==> config.mk <==
export PLATFORM = sky130hd
export DESIGN_NAME = uart_cmd_unit_flat
export DESIGN_NICKNAME = d
export VERILOG_FILES = /design/src/rtl/uart_cmd_unit_if.sv /design/src/rtl/uart_cmd_unit.sv /design/src/flat_wrapper.sv
export SDC_FILE = /design/constraint.sdc
export NUM_CORES = 1
export LEC_CHECK = 0
export CORE_UTILIZATION = 41
export CTS_BUF_LIST = sky130_fd_sc_hd__clkbuf_8
export CTS_CLUSTER_DIAMETER = 120
export DETAILED_ROUTE_END_ITERATION = 10
export PLACE_DENSITY = 0.75
export SLEW_MARGIN = 20
export SYNTH_ARGS = -nofsm -noshare
export SYNTH_HDL_FRONTEND = slang
export SYNTH_SLANG_ARGS = --single-unit
==> constraint.sdc <==
create_clock -name clk -period 2.3 [get_ports clk]
set_input_delay 0.46 -clock clk [delete_from_list [all_inputs] [get_ports clk]]
set_output_delay 0.46 -clock clk [all_outputs]
set_load 0.05 [all_outputs]
==> src/rtl/uart_cmd_unit_if.sv <==
// uart_cmd_unit_if: byte-stream, bridge and transmitter signals of the UART command unit.
// The master modport is the command unit; the slave modport is its environment.
interface uart_cmd_unit_if;
    logic [7:0]  rx_data;
    logic        rx_valid;
    logic [31:0] word_out;
    logic        word_out_en;
    logic [2:0]  wr_sel;
    logic [27:0] init_addr;
    logic        init_addr_en;
    logic [31:0] rd_data;
    logic        rd_data_en;
    logic [7:0]  tx_data;
    logic        tx_valid;
    logic        tx_ready;
    logic        busy;
    logic        err;

    modport master (
        input  rx_data, rx_valid, rd_data, rd_data_en, tx_ready,
        output word_out, word_out_en, wr_sel, init_addr, init_addr_en,
        output tx_data, tx_valid, busy, err
    );

    modport slave (
        output rx_data, rx_valid, rd_data, rd_data_en, tx_ready,
        input  word_out, word_out_en, wr_sel, init_addr, init_addr_en,
        input  tx_data, tx_valid, busy, err
    );
endinterface

==> src/rtl/uart_cmd_unit.sv <==
// uart_cmd_unit: decodes UART opcodes (0x41 set address, 0x57 write, 0x52 read) with
// 4-byte little-endian arguments, issues bridge strobes and streams read words back LSB first.
// Optional: define UART_CMD_TIMEOUT_EN to abort ARG/WAIT_RD after TIMEOUT_CYCLES idle cycles.
module uart_cmd_unit #(
    parameter int unsigned TIMEOUT_CYCLES = 100000
) (
    input logic             clk,
    input logic             rst_n,
    uart_cmd_unit_if.master bus_io
);
    typedef enum logic [2:0] {IDLE, ARG, ISSUE, WAIT_RD, TX} state_e;
    typedef enum logic [1:0] {OP_ADDR, OP_WRITE, OP_READ} op_e;

    state_e      state_q;
    op_e         op_q;
    logic [1:0]  cnt_q;
    logic [23:0] asm_q;
    logic [23:0] shift_q;
    logic [31:0] word_out_q;
    logic        word_out_en_q;
    logic [27:0] init_addr_q;
    logic        init_addr_en_q;
    logic [2:0]  wr_sel_q;
    logic [7:0]  tx_data_q;
    logic        tx_valid_q;
    logic        err_q;
    logic [31:0] full_d;

`ifdef UART_CMD_TIMEOUT_EN
    localparam int unsigned IW = $clog2(TIMEOUT_CYCLES + 1);
    localparam logic [IW-1:0] IDLE_LIMIT = IW'(TIMEOUT_CYCLES - 1);
    logic [IW-1:0] idle_q;
`endif

    // Three collected bytes plus the byte arriving now form the complete argument word.
    assign full_d = {bus_io.rx_data, asm_q};

    assign bus_io.word_out     = word_out_q;
    assign bus_io.word_out_en  = word_out_en_q;
    assign bus_io.wr_sel       = wr_sel_q;
    assign bus_io.init_addr    = init_addr_q;
    assign bus_io.init_addr_en = init_addr_en_q;
    assign bus_io.tx_data      = tx_data_q;
    assign bus_io.tx_valid     = tx_valid_q;
    assign bus_io.busy         = state_q != IDLE;
    assign bus_io.err          = err_q;

    // Command FSM; strobes are registered on the edge that enters ISSUE so they coincide with it.
    always_ff @(posedge clk or negedge rst_n) begin
        if (!rst_n) begin
            state_q        <= IDLE;
            op_q           <= OP_ADDR;
            cnt_q          <= '0;
            asm_q          <= '0;
            shift_q        <= '0;
            word_out_q     <= '0;
            word_out_en_q  <= 1'b0;
            init_addr_q    <= '0;
            init_addr_en_q <= 1'b0;
            wr_sel_q       <= '0;
            tx_data_q      <= '0;
            tx_valid_q     <= 1'b0;
            err_q          <= 1'b0;
`ifdef UART_CMD_TIMEOUT_EN
            idle_q         <= '0;
`endif
        end else begin
            word_out_en_q  <= 1'b0;
            init_addr_en_q <= 1'b0;
            wr_sel_q       <= '0;
            err_q          <= 1'b0;
`ifdef UART_CMD_TIMEOUT_EN
            idle_q         <= '0;
`endif
            case (state_q)
                IDLE: begin
                    if (bus_io.rx_valid) begin
                        cnt_q <= '0;
                        if (bus_io.rx_data == 8'h41) begin
                            op_q    <= OP_ADDR;
                            state_q <= ARG;
                        end else if (bus_io.rx_data == 8'h57) begin
                            op_q    <= OP_WRITE;
                            state_q <= ARG;
                        end else if (bus_io.rx_data == 8'h52) begin
                            op_q     <= OP_READ;
                            wr_sel_q <= 3'b010;
                            state_q  <= ISSUE;
                        end else begin
                            err_q <= 1'b1;
                        end
                    end
                end
                ARG: begin
                    if (bus_io.rx_valid) begin
                        asm_q <= {bus_io.rx_data, asm_q[23:8]};
                        cnt_q <= cnt_q + 2'd1;
                        if (cnt_q == 2'd3) begin
                            state_q <= ISSUE;
                            if (op_q == OP_ADDR) begin
                                init_addr_q    <= full_d[27:0];
                                init_addr_en_q <= 1'b1;
                            end else begin
                                word_out_q    <= full_d;
                                word_out_en_q <= 1'b1;
                                wr_sel_q      <= 3'b100;
                            end
                        end
                    end
`ifdef UART_CMD_TIMEOUT_EN
                    else if (idle_q == IDLE_LIMIT) begin
                        err_q   <= 1'b1;
                        state_q <= IDLE;
                    end else begin
                        idle_q <= idle_q + 1'b1;
                    end
`endif
                end
                ISSUE: begin
                    err_q   <= bus_io.rx_valid;
                    state_q <= (op_q == OP_READ) ? WAIT_RD : IDLE;
                end
                WAIT_RD: begin
                    err_q <= bus_io.rx_valid;
                    if (bus_io.rd_data_en) begin
                        tx_data_q  <= bus_io.rd_data[7:0];
                        shift_q    <= bus_io.rd_data[31:8];
                        tx_valid_q <= 1'b1;
                        cnt_q      <= '0;
                        state_q    <= TX;
                    end
`ifdef UART_CMD_TIMEOUT_EN
                    else if (idle_q == IDLE_LIMIT) begin
                        err_q   <= 1'b1;
                        state_q <= IDLE;
                    end else begin
                        idle_q <= idle_q + 1'b1;
                    end
`endif
                end
                TX: begin
                    err_q <= bus_io.rx_valid;
                    if (tx_valid_q && bus_io.tx_ready) begin
                        cnt_q     <= cnt_q + 2'd1;
                        tx_data_q <= shift_q[7:0];
                        shift_q   <= {8'h00, shift_q[23:8]};
                        if (cnt_q == 2'd3) begin
                            tx_valid_q <= 1'b0;
                            state_q    <= IDLE;
                        end
                    end
                end
                default: state_q <= IDLE;
            endcase
        end
    end
endmodule

==> src/flat_wrapper.sv <==
// flat-port wrapper written by rule: the top's interface ports become plain ports
module uart_cmd_unit_flat 
#(
    parameter int unsigned TIMEOUT_CYCLES = 100000
)
  (clk, rst_n, bus_io_rx_data, bus_io_rx_valid, bus_io_rd_data, bus_io_rd_data_en, bus_io_tx_ready, bus_io_word_out, bus_io_word_out_en, bus_io_wr_sel, bus_io_init_addr, bus_io_init_addr_en, bus_io_tx_data, bus_io_tx_valid, bus_io_busy, bus_io_err);
  uart_cmd_unit_if bus_io_i ();
  input logic clk;
  input logic rst_n;
  input wire logic [$bits(bus_io_i.rx_data)-1:0] bus_io_rx_data;
  input wire logic [$bits(bus_io_i.rx_valid)-1:0] bus_io_rx_valid;
  input wire logic [$bits(bus_io_i.rd_data)-1:0] bus_io_rd_data;
  input wire logic [$bits(bus_io_i.rd_data_en)-1:0] bus_io_rd_data_en;
  input wire logic [$bits(bus_io_i.tx_ready)-1:0] bus_io_tx_ready;
  output wire logic [$bits(bus_io_i.word_out)-1:0] bus_io_word_out;
  output wire logic [$bits(bus_io_i.word_out_en)-1:0] bus_io_word_out_en;
  output wire logic [$bits(bus_io_i.wr_sel)-1:0] bus_io_wr_sel;
  output wire logic [$bits(bus_io_i.init_addr)-1:0] bus_io_init_addr;
  output wire logic [$bits(bus_io_i.init_addr_en)-1:0] bus_io_init_addr_en;
  output wire logic [$bits(bus_io_i.tx_data)-1:0] bus_io_tx_data;
  output wire logic [$bits(bus_io_i.tx_valid)-1:0] bus_io_tx_valid;
  output wire logic [$bits(bus_io_i.busy)-1:0] bus_io_busy;
  output wire logic [$bits(bus_io_i.err)-1:0] bus_io_err;
  assign bus_io_i.rx_data = bus_io_rx_data;
  assign bus_io_i.rx_valid = bus_io_rx_valid;
  assign bus_io_i.rd_data = bus_io_rd_data;
  assign bus_io_i.rd_data_en = bus_io_rd_data_en;
  assign bus_io_i.tx_ready = bus_io_tx_ready;
  assign bus_io_word_out = bus_io_i.word_out;
  assign bus_io_word_out_en = bus_io_i.word_out_en;
  assign bus_io_wr_sel = bus_io_i.wr_sel;
  assign bus_io_init_addr = bus_io_i.init_addr;
  assign bus_io_init_addr_en = bus_io_i.init_addr_en;
  assign bus_io_tx_data = bus_io_i.tx_data;
  assign bus_io_tx_valid = bus_io_i.tx_valid;
  assign bus_io_busy = bus_io_i.busy;
  assign bus_io_err = bus_io_i.err;
  uart_cmd_unit #(.TIMEOUT_CYCLES(TIMEOUT_CYCLES)) u_core (.clk(clk), .rst_n(rst_n), .bus_io(bus_io_i));
endmodule
Word-level counts from Yosys, hierarchy flattened
Cells that the tools add are included.

Add/sub/neg operators: 1. Eq/ne operators: 16. Mux-type cells: 50. Bitwise logic cells: 1. Reductions and logical operators: 16.

Operators by type and width (number): 24-bit two-way mux (2); 24-bit case mux with 2 select lines (1); 3-bit two-way mux (15); 8-bit by 7-bit == test with 1-bit output, second input constant (3); 2-bit two-way mux (9); 8-bit two-way mux (2); 8-bit case mux with 2 select lines (1); 1-bit two-way mux (15); 3-bit case mux with 5 select lines (1); 4-bit AND reduction (3); 2-bit case mux with 4 select lines (1); 7-bit AND reduction (1); 3-bit by 2-bit == test with 1-bit output, second input constant (2); 2-bit by 1-bit != test with 1-bit output, second input constant (3); 2-bit != test, second input constant (3); 3-bit case mux with 2 select lines (1); 3-bit AND reduction (2); 3-bit nonzero test (2); 5-bit AND reduction (1); 2-bit == test, second input constant (2); 4-bit by 1-bit != test with 1-bit output, second input constant (1); 1-bit case mux with 2 select lines (2); 4-bit nonzero test (1); 3-bit by 1-bit == test with 1-bit output, second input constant (1); other kinds (9) (9).

Register bits after elaboration: 130. Output and inout port bits: 76.

Longest topological paths before layout
Gate-level depths: netlist of run 1.

Depth in word-level cells: 6. Mapped depth: 8. Mapped depth without buffers: 6.

Least setup slack after synthesis of run 1
No wires, ideal clock.

Kind: input to register. From: input bus_io_rx_data[3]. To: register u_core.state_q[0]. Setup time: 0.125 ns. Arrival: 1.682 ns. Path slack: 0.494 ns. Stages on the path: 5. Buffers on the path: 0. Cells stage by stage: nor4b_1 > nand3_1 > o211ai_1 > o211ai_1 > mux2_2.

Longest elaborated chain between the ends: 5. Elaborated cells between the ends (all ways): 9.

Ends and longest elaborated chain: from (decl) (RTL line flat_wrapper.sv:10) `input wire logic [$bits(bus_io_i.rx_data)-1:0] bus_io_rx_data;`; 8-bit by 7-bit == test with 1-bit output (RTL line uart_cmd_unit.sv:82) `end else if (bus_io.rx_data == 8'h57) begin`; 3-bit two-way mux (RTL line uart_cmd_unit.sv:82); 3-bit two-way mux (RTL line uart_cmd_unit.sv:79) `if (bus_io.rx_data == 8'h41) begin`; 3-bit two-way mux (RTL line uart_cmd_unit.sv:77) `if (bus_io.rx_valid) begin`; 3-bit case mux with 5 select lines (RTL line uart_cmd_unit.sv:75) `case (state_q)`; to (signal assigned) (RTL line uart_cmd_unit.sv:121) `state_q <= (op_q == OP_READ) ? WAIT_RD : IDLE;`; to (decl) (RTL line uart_cmd_unit.sv:14) `state_e state_q;`.

Several ways; a longest one is shown, not always the timed one. The select of a mux whose other input is x is not followed. A chain may end at the register's enable or synchronous reset.

Final worst setup path of run 1
From: register u_core.state_q[1]. To: output bus_io_busy.

Longest elaborated chain between the ends: 1.

Ends and longest elaborated chain: 3-bit nonzero test (RTL line uart_cmd_unit.sv:45) `assign bus_io.busy = state_q != IDLE;`; to (decl) (RTL line flat_wrapper.sv:22) `output wire logic [$bits(bus_io_i.busy)-1:0] bus_io_busy;`.

Every way passes these cells.

==> results.md, run 1 <==
* CP Launch Type: flop
* Register area share after synthesis at 60.5%
* Post_cts resized at 0
* WL per Instance at 16.2 um
* Placed cells at 668
* Final Max Tran Viols at 0
* Clk slew on worst S/H paths at 0.07 ns
* CTS root buf: clkbuf_8
* CP endpoint kind: output pin
* Num rows at 41
* Post-synth net total at 425
* Sequential Power Share at 51.4%
* Starting DRT DRC Count at 192
* Critical path fanouts, max at 15
* Syn Area/Cell at 14.1 um^2
* Area Overhead vs Synth at 35.8%
* Worst-case clock buffer depth at 2
* Clk sinks at 129
* Largest net degree at the start of global routing at 67
* R2r worst-path depth at 5
* Layout Utilization at 57.2%
* Clk Latency, worst-skew pair at 0.43 ns
* NumNets Final at 561
* Kind of critical path: reg2out
* CP required at 1.84 ns
* TritonCTS buffer count at 17
* Gr ovfl total at 0
* Place WS at -0.110 ns
* Vias in the first global route at 3591
* Setup bufs post-CTS at 0
* Hold Path Class: in2async
* PD cells at 618 mW/mm^2
* Mapped cell area at 0.00534 mm^2
* Final non-filler cell total at 699
* Rel. slew slack at 54.2%
* Drt total wl at 11300 um
* Clk_skew at 0.00709 ns
* Via density at 4.95
* Slew @ Worst Pin at 0.678 ns
* Initial antenna violation count at 0
* Crit path largest cell delay at 0.56 ns
* RR Startpoint: u_core.state_q[2]$_DFFE_PN0P_
* Worst-path cell chain: nor3_1 -> inv_1 -> buf_4
* Final period demand of the worst path at 2.20 ns
* Final worst-path cycle share at 95.7%
* Initial core utilization at 42.1%
* Die footprint at 0.0135 mm^2
* CP arrival at 1.74 ns
* R2R Path End: u_core.shift_q[22]$_DFFE_PN0P_
* RePlAce Congestion at 0.821
* Commonest non-fill, non-tap cells in the layout: dfrtp_1, clkdlybuf4s50_1, mux2_2
* RSZ-0062 raised after global routing: false
* Pint at 3510 uW
* Final HPWL DP at 7860 um
* Share of cells above drive strength 1 at 27.3%
* FMAX at 454 MHz
* Setup ws final at 0.0984 ns
* Chip Height at 116 um
* Die W at 116 um
* Core ar. at 0.0127 mm^2
* Critical path buffer and inverter count at 2
* First drt pass iteration count at 4
* Max_cap viols at 0
* Worst vdd ir at 0.000326 V
* Psw at 972 uW
* Slowest CP cell: dfrtp_1
* Switching part of the total at 21.7%
* Number of synthesized register bits at 129
* First-pass GRT wire length at 18100 um
* CTS Hold Bufs at 0
* Pwr Total at 4480 uW
* Total number of vias at 3459
* Ports at 121
* Gate power share at 5.0%
* CTS H-tree depth at 4
* Final hold violations at 0
* Cell Area, Placed at 0.00685 mm^2
* Buffers on Ports at 119
* Routed Antenna Nets at 0
* Number of distinct library cells after synthesis at 39
* Status: completed
* YS warnings at 0
* Gate count after technology mapping at 379
* Clock Power Share at 43.6%
* Pleak at 0.00348 uW
* # diodes at 0
* Final setup fails at 0
* R2R Setup Slk at 0.29 ns
* Overall routing resource usage at 18.0%
* DRC violations left at 0
* CP top delay family: flip-flops
* Design area at 0.00725 mm^2
* CTS tree: done
* Commonest non-fill, non-tap cell in the layout: dfrtp_1
power by group through the flow:
| stage | clock network [uW] | logic, uW | registers (uW) |
|---|---|---|---|
| 3_3_place_gp | 0 | 223 | 2340 |
| 5_1_grt | 2080 | 246 | 2300 |
| 2_1_floorplan | 0 | 50.0 | 2350 |
| 6_report | 1950 | 223 | 2300 |
| 3_5_place_dp | 0 | 228 | 2350 |
| 4_1_cts | 2000 | 228 | 2300 |
cell usage after synthesis (all sizes together):
cell type	instances	area [um^2]
nor4b	1	8.76
ha	1	12.5
o21a	1	7.51
nor4	2	12.5
or3b	1	8.76
nand2b	1	6.26
o311ai	1	8.76
nor3	5	36.3
a21o	4	30.0
conb	1	3.75
xnor2	1	8.76
or2	1	6.26
nor3b	1	7.51
and3	2	12.5
nor4bb	1	10.0
nand3	4	20.0
nor2b	1	6.26
xor2	1	8.76
nand3b	1	7.51
a2111oi	1	8.76
a21oi	5	28.8
o21ai	25	125
mux2	85	1060
a22o	9	78.8
inv	4	15.0
nor2	8	30.0
nand2	30	113
a21boi	1	7.51
mux2i	25	250
o211ai	3	22.5
dfrtp	129	3230
buf	19	130
clkbuf	4	15.0
flip-flops by register name, indices dropped and copies added (netlist names), 3 cells and up:
register	count
u_core.state_q	3
u_core.asm_q	24
u_core.bus_io.init_addr	28
u_core.bus_io.tx_data	8
u_core.shift_q	24
u_core.bus_io.word_out	32
worst max-delay path by stage:
stage,to,start,cells past startpoint
6_report,bus_io_busy,u_core.state_q[1]$_DFFE_PN0P_,3
4_1_cts,bus_io_busy,u_core.state_q[1]$_DFFE_PN0P_,3
3_5_place_dp,u_core.state_q[0]$_DFFE_PN0P_,bus_io_rx_data[5],7
3_3_place_gp,u_core.state_q[0]$_DFFE_PN0P_,bus_io_rx_data[3],7
5_1_grt,bus_io_busy,u_core.state_q[1]$_DFFE_PN0P_,3
2_1_floorplan,u_core.state_q[0]$_DFFE_PN0P_,bus_io_rx_data[3],5
cell type report:
class                      count  area, um^2
clock buffer                  19         262
sequential                   129        3230
clock inverter                12         141
multi-input combinational    223        1970
timing repair buffer         140        1420
inverter                       4        15.0
fill                        1064        5420
tap                          172         215
logic make-up (layout without fill, tap and decap cells):
group / after synthesis / after routing / share of synthesized area [%]
compound gates: 50 / 50 / 5.95
xor+xnor: 2 / 2 / 0.328
fa+ha+maj: 1 / 1 / 0.234
buf+inv: 27 / 175 / 3.00
flops: 129 / 129 / 60.5
mux: 110 / 110 / 24.6
other cells: 1 / 1 / 0.0703
simple gates: 59 / 59 / 5.35
metal layers:
layer	share of wire, %	global-route usage, %	vias to the layer above
li1	-	-	1605
met1	45	22.4	1754
met2	50	29.6	81
met3	3.3	4.05	19
met4	2.2	9.15	0
met5	0	0	-
metrics by stage:
| step | TNS [ns] | hold slack, ns |
|---|---|---|
| 2_1_floorplan | 0 | 0.164 |
| 3_3_place_gp | -0.0441 | 0.464 |
| 3_5_place_dp | -0.127 | 0.474 |
| 4_1_cts | 0 | 0.0140 |
| 5_1_grt | 0 | 0.0260 |
| 6_report | 0 | 0.0165 |
Note: power is estimated with default switching activity, not from simulation.
==> run 2: changes to the inputs <==
--- a/config.mk
+++ b/config.mk
@@ -9,8 +9,8 @@
 export CTS_BUF_LIST = sky130_fd_sc_hd__clkbuf_8
 export CTS_CLUSTER_DIAMETER = 120
 export DETAILED_ROUTE_END_ITERATION = 10
+export GPL_ROUTABILITY_DRIVEN = 0
 export PLACE_DENSITY = 0.75
-export SLEW_MARGIN = 20
 export SYNTH_ARGS = -nofsm -noshare
 export SYNTH_HDL_FRONTEND = slang
 export SYNTH_SLANG_ARGS = --single-unit
==> results of run 2 <==
No change in the layout: final DEF, timing and power equal those of run 1.
==> run 3: changes to the inputs <==
==> constraint.sdc (replaced) <==
create_clock -name clk -period 2.2 [get_ports clk]
set_input_delay 0.44 -clock clk [delete_from_list [all_inputs] [get_ports clk]]
set_output_delay 0.44 -clock clk [all_outputs]
set_load 0.05 [all_outputs]
==> run 3 against run 2 <==
  * Clock power grew 4%
  * Clock skew grew 0.0062 ns
  * Highest routed layer unchanged
  * First-iteration DRC count down 27%
  * Largest cell class unchanged
  * Flip-flop and latch count did not move
==> results.md, run 3 (synthesized netlist as in run 1, its figures left out) <==
* Worst-case clock buffer depth at 2
* Setup ws final at 0.135 ns
* DRC violations left at 0
* PD cells at 642 mW/mm^2
* Clk sinks at 129
* CP Launch Type: flop
* Clk Latency, worst-skew pair at 0.43 ns
* Final Max Tran Viols at 0
* Hold Path Class: reg2reg
* Setup bufs post-CTS at 0
* Pwr Total at 4680 uW
* CTS tree: done
* Area Overhead vs Synth at 36.5%
* NumNets Final at 564
* Critical path fanouts, max at 2
* Status: completed
* Place WS at -0.158 ns
* Seq. cell area at 0.00323 mm^2
* Largest net degree at the start of global routing at 60
* CTS H-tree depth at 4
* Routed Antenna Nets at 0
* Commonest non-fill, non-tap cell in the layout: dfrtp_1
* Drt total wl at 11300 um
* Buffers on Ports at 119
* Clk_skew at 0.0133 ns
* Filler cell count in the final layout at 1029
* Share of cells above drive strength 1 at 27.9%
* WL per Instance at 16.1 um
* TritonCTS buffer count at 17
* Starting DRT DRC Count at 140
* Pleak at 0.00349 uW
* Gate power share at 5.1%
* Psw at 1010 uW
* RSZ-0062 raised after global routing: false
* Critical path buffer and inverter count at 1
* Clock Power Share at 43.4%
* Slowest CP cell: clkdlybuf4s50_1
* First drt pass iteration count at 4
* Die footprint at 0.0135 mm^2
* Worst Hold Slack at 0.484 ns
* CP endpoint kind: output pin
* FMAX at 484 MHz
* Layout Utilization at 57.5%
* Initial antenna violation count at 0
* Clk slew on worst S/H paths at 0.08 ns
* Final hold violations at 0
* Pint at 3660 uW
* Die W at 116 um
* Slew @ Worst Pin at 0.726 ns
* Final worst-path cycle share at 93.9%
* Via density at 4.94
* Final HPWL DP at 7880 um
* Rel. slew slack at 51.0%
* Crit path largest cell delay at 0.84 ns
* CP required at 1.76 ns
* Commonest non-fill, non-tap cells in the layout: dfrtp_1, clkdlybuf4s50_1, mux2_2
* CP top delay family: buffers and inverters
* Switching part of the total at 21.7%
* Worst-path cell chain: clkdlybuf4s50_1
* CTS root buf: clkbuf_8
* Chip Height at 116 um
* Ports at 121
* Core ar. at 0.0127 mm^2
* Footprint of the multi-input gates at 0.00197 mm^2
* Overall routing resource usage at 18.2%
* Vias in the first global route at 3699
* Max_cap viols at 0
* CP arrival at 1.62 ns
* Initial core utilization at 42.1%
* Gr ovfl total at 0
* Final period demand of the worst path at 2.06 ns
* Worst vdd ir at 0.000337 V
* Sequential Power Share at 51.5%
* Total number of vias at 3470
* Final setup fails at 0
* First-pass GRT wire length at 18400 um
* Max reg flops at 32
* Num rows at 41
* # diodes at 0
* Kind of critical path: reg2out
* Setup TNS at 0 ns
==> run 3: cell types whose count changed in the layout (fill, tap and decap cells not counted), sizes merged <==
| cell | before | now |
|---|---|---|
| clkbuf | 19 | 22 |
| dlygate4sd3 | 0 | 1 |
| clkinvlp | 3 | 2 |
| buf | 23 | 25 |
| bufinv | 3 | 2 |
| clkinv | 5 | 4 |
==> run 3: final cells by class <==
class / count / share of cell area (%)
sequential: 129 / 44.3
clock buffer: 22 / 4.16
inverter: 4 / 0.206
clock inverter: 9 / 1.43
multi-input combinational: 223 / 27.1
tap: 172 / 2.95
timing repair buffer: 143 / 19.9
==> run 3: final timing paths <==
| check | cells after the start | from | slack, ns | end |
|---|---|---|---|---|
| max | 1 | u_core.bus_io.word_out[25]$_DFFE_PN0P_ | 0.14 | bus_io_word_out[25] |
| min | 2 | u_core.shift_q[6]$_DFFE_PN0P_ | 0.48 | u_core.shift_q[6]$_DFFE_PN0P_ |
| max reg2reg | 5 | u_core.state_q[1]$_DFFE_PN0P_ | 0.18 | u_core.shift_q[18]$_DFFE_PN0P_ |
| min reg2reg | 2 | u_core.shift_q[6]$_DFFE_PN0P_ | 0.48 | u_core.shift_q[6]$_DFFE_PN0P_ |
| max in group asynchronous | 3 | rst_n | 1.04 | u_core.asm_q[21]$_DFFE_PN0P_ |
| min in group asynchronous | 2 | rst_n | 0.56 | u_core.bus_io.tx_valid$_DFFE_PN0P_ |
==> run 3: routing by layer <==
| metal | GRT usage (%) | part of all wire, % | wire (um) | up-vias |
|---|---|---|---|---|
| met5 | 0 | 0 | 0 | - |
| met4 | 8.38 | 2.5 | 278 | 0 |
| met3 | 4.88 | 3.6 | 407 | 21 |
| met2 | 29.8 | 50 | 5670 | 86 |
| met1 | 22.7 | 44 | 4960 | 1744 |
| li1 | - | - | - | 1619 |
==> run 3: worst register-to-register path, delay by kind of cell, from the launching register on <==
kind | cells | cell delay, ns
DFF | 1 | 0.69
AOI/OAI and AO/OA | 2 | 0.27
buffers and inverters | 1 | 0.20
and+or+nand+nor | 2 | 0.74
==> run 3: power groups by stage <==
stage                     clock network (uW)  logic (uW)  registers [uW]
final                                   2030         239            2410
after CTS                               2090         245            2410
after floorplan                            0        52.3            2460
after global placement                     0         236            2450
after global routing                    2200         264            2410
after detailed placement                   0         242            2450
==> run 3: what timing repair did <==
action	CTS	global route
hold buffers	1	0
setup endpoints to repair	0	1
hold endpoints to repair	31	0
resized for setup	0	1
==> run 3: through the flow <==
step / std cells / area [um^2]
2_1_floorplan: 379 / 5340
3_3_place_gp: 670 / 6860
3_5_place_dp: 670 / 6860
4_1_cts: 702 / 7280
5_1_grt: 702 / 7280
6_report: 702 / 7280
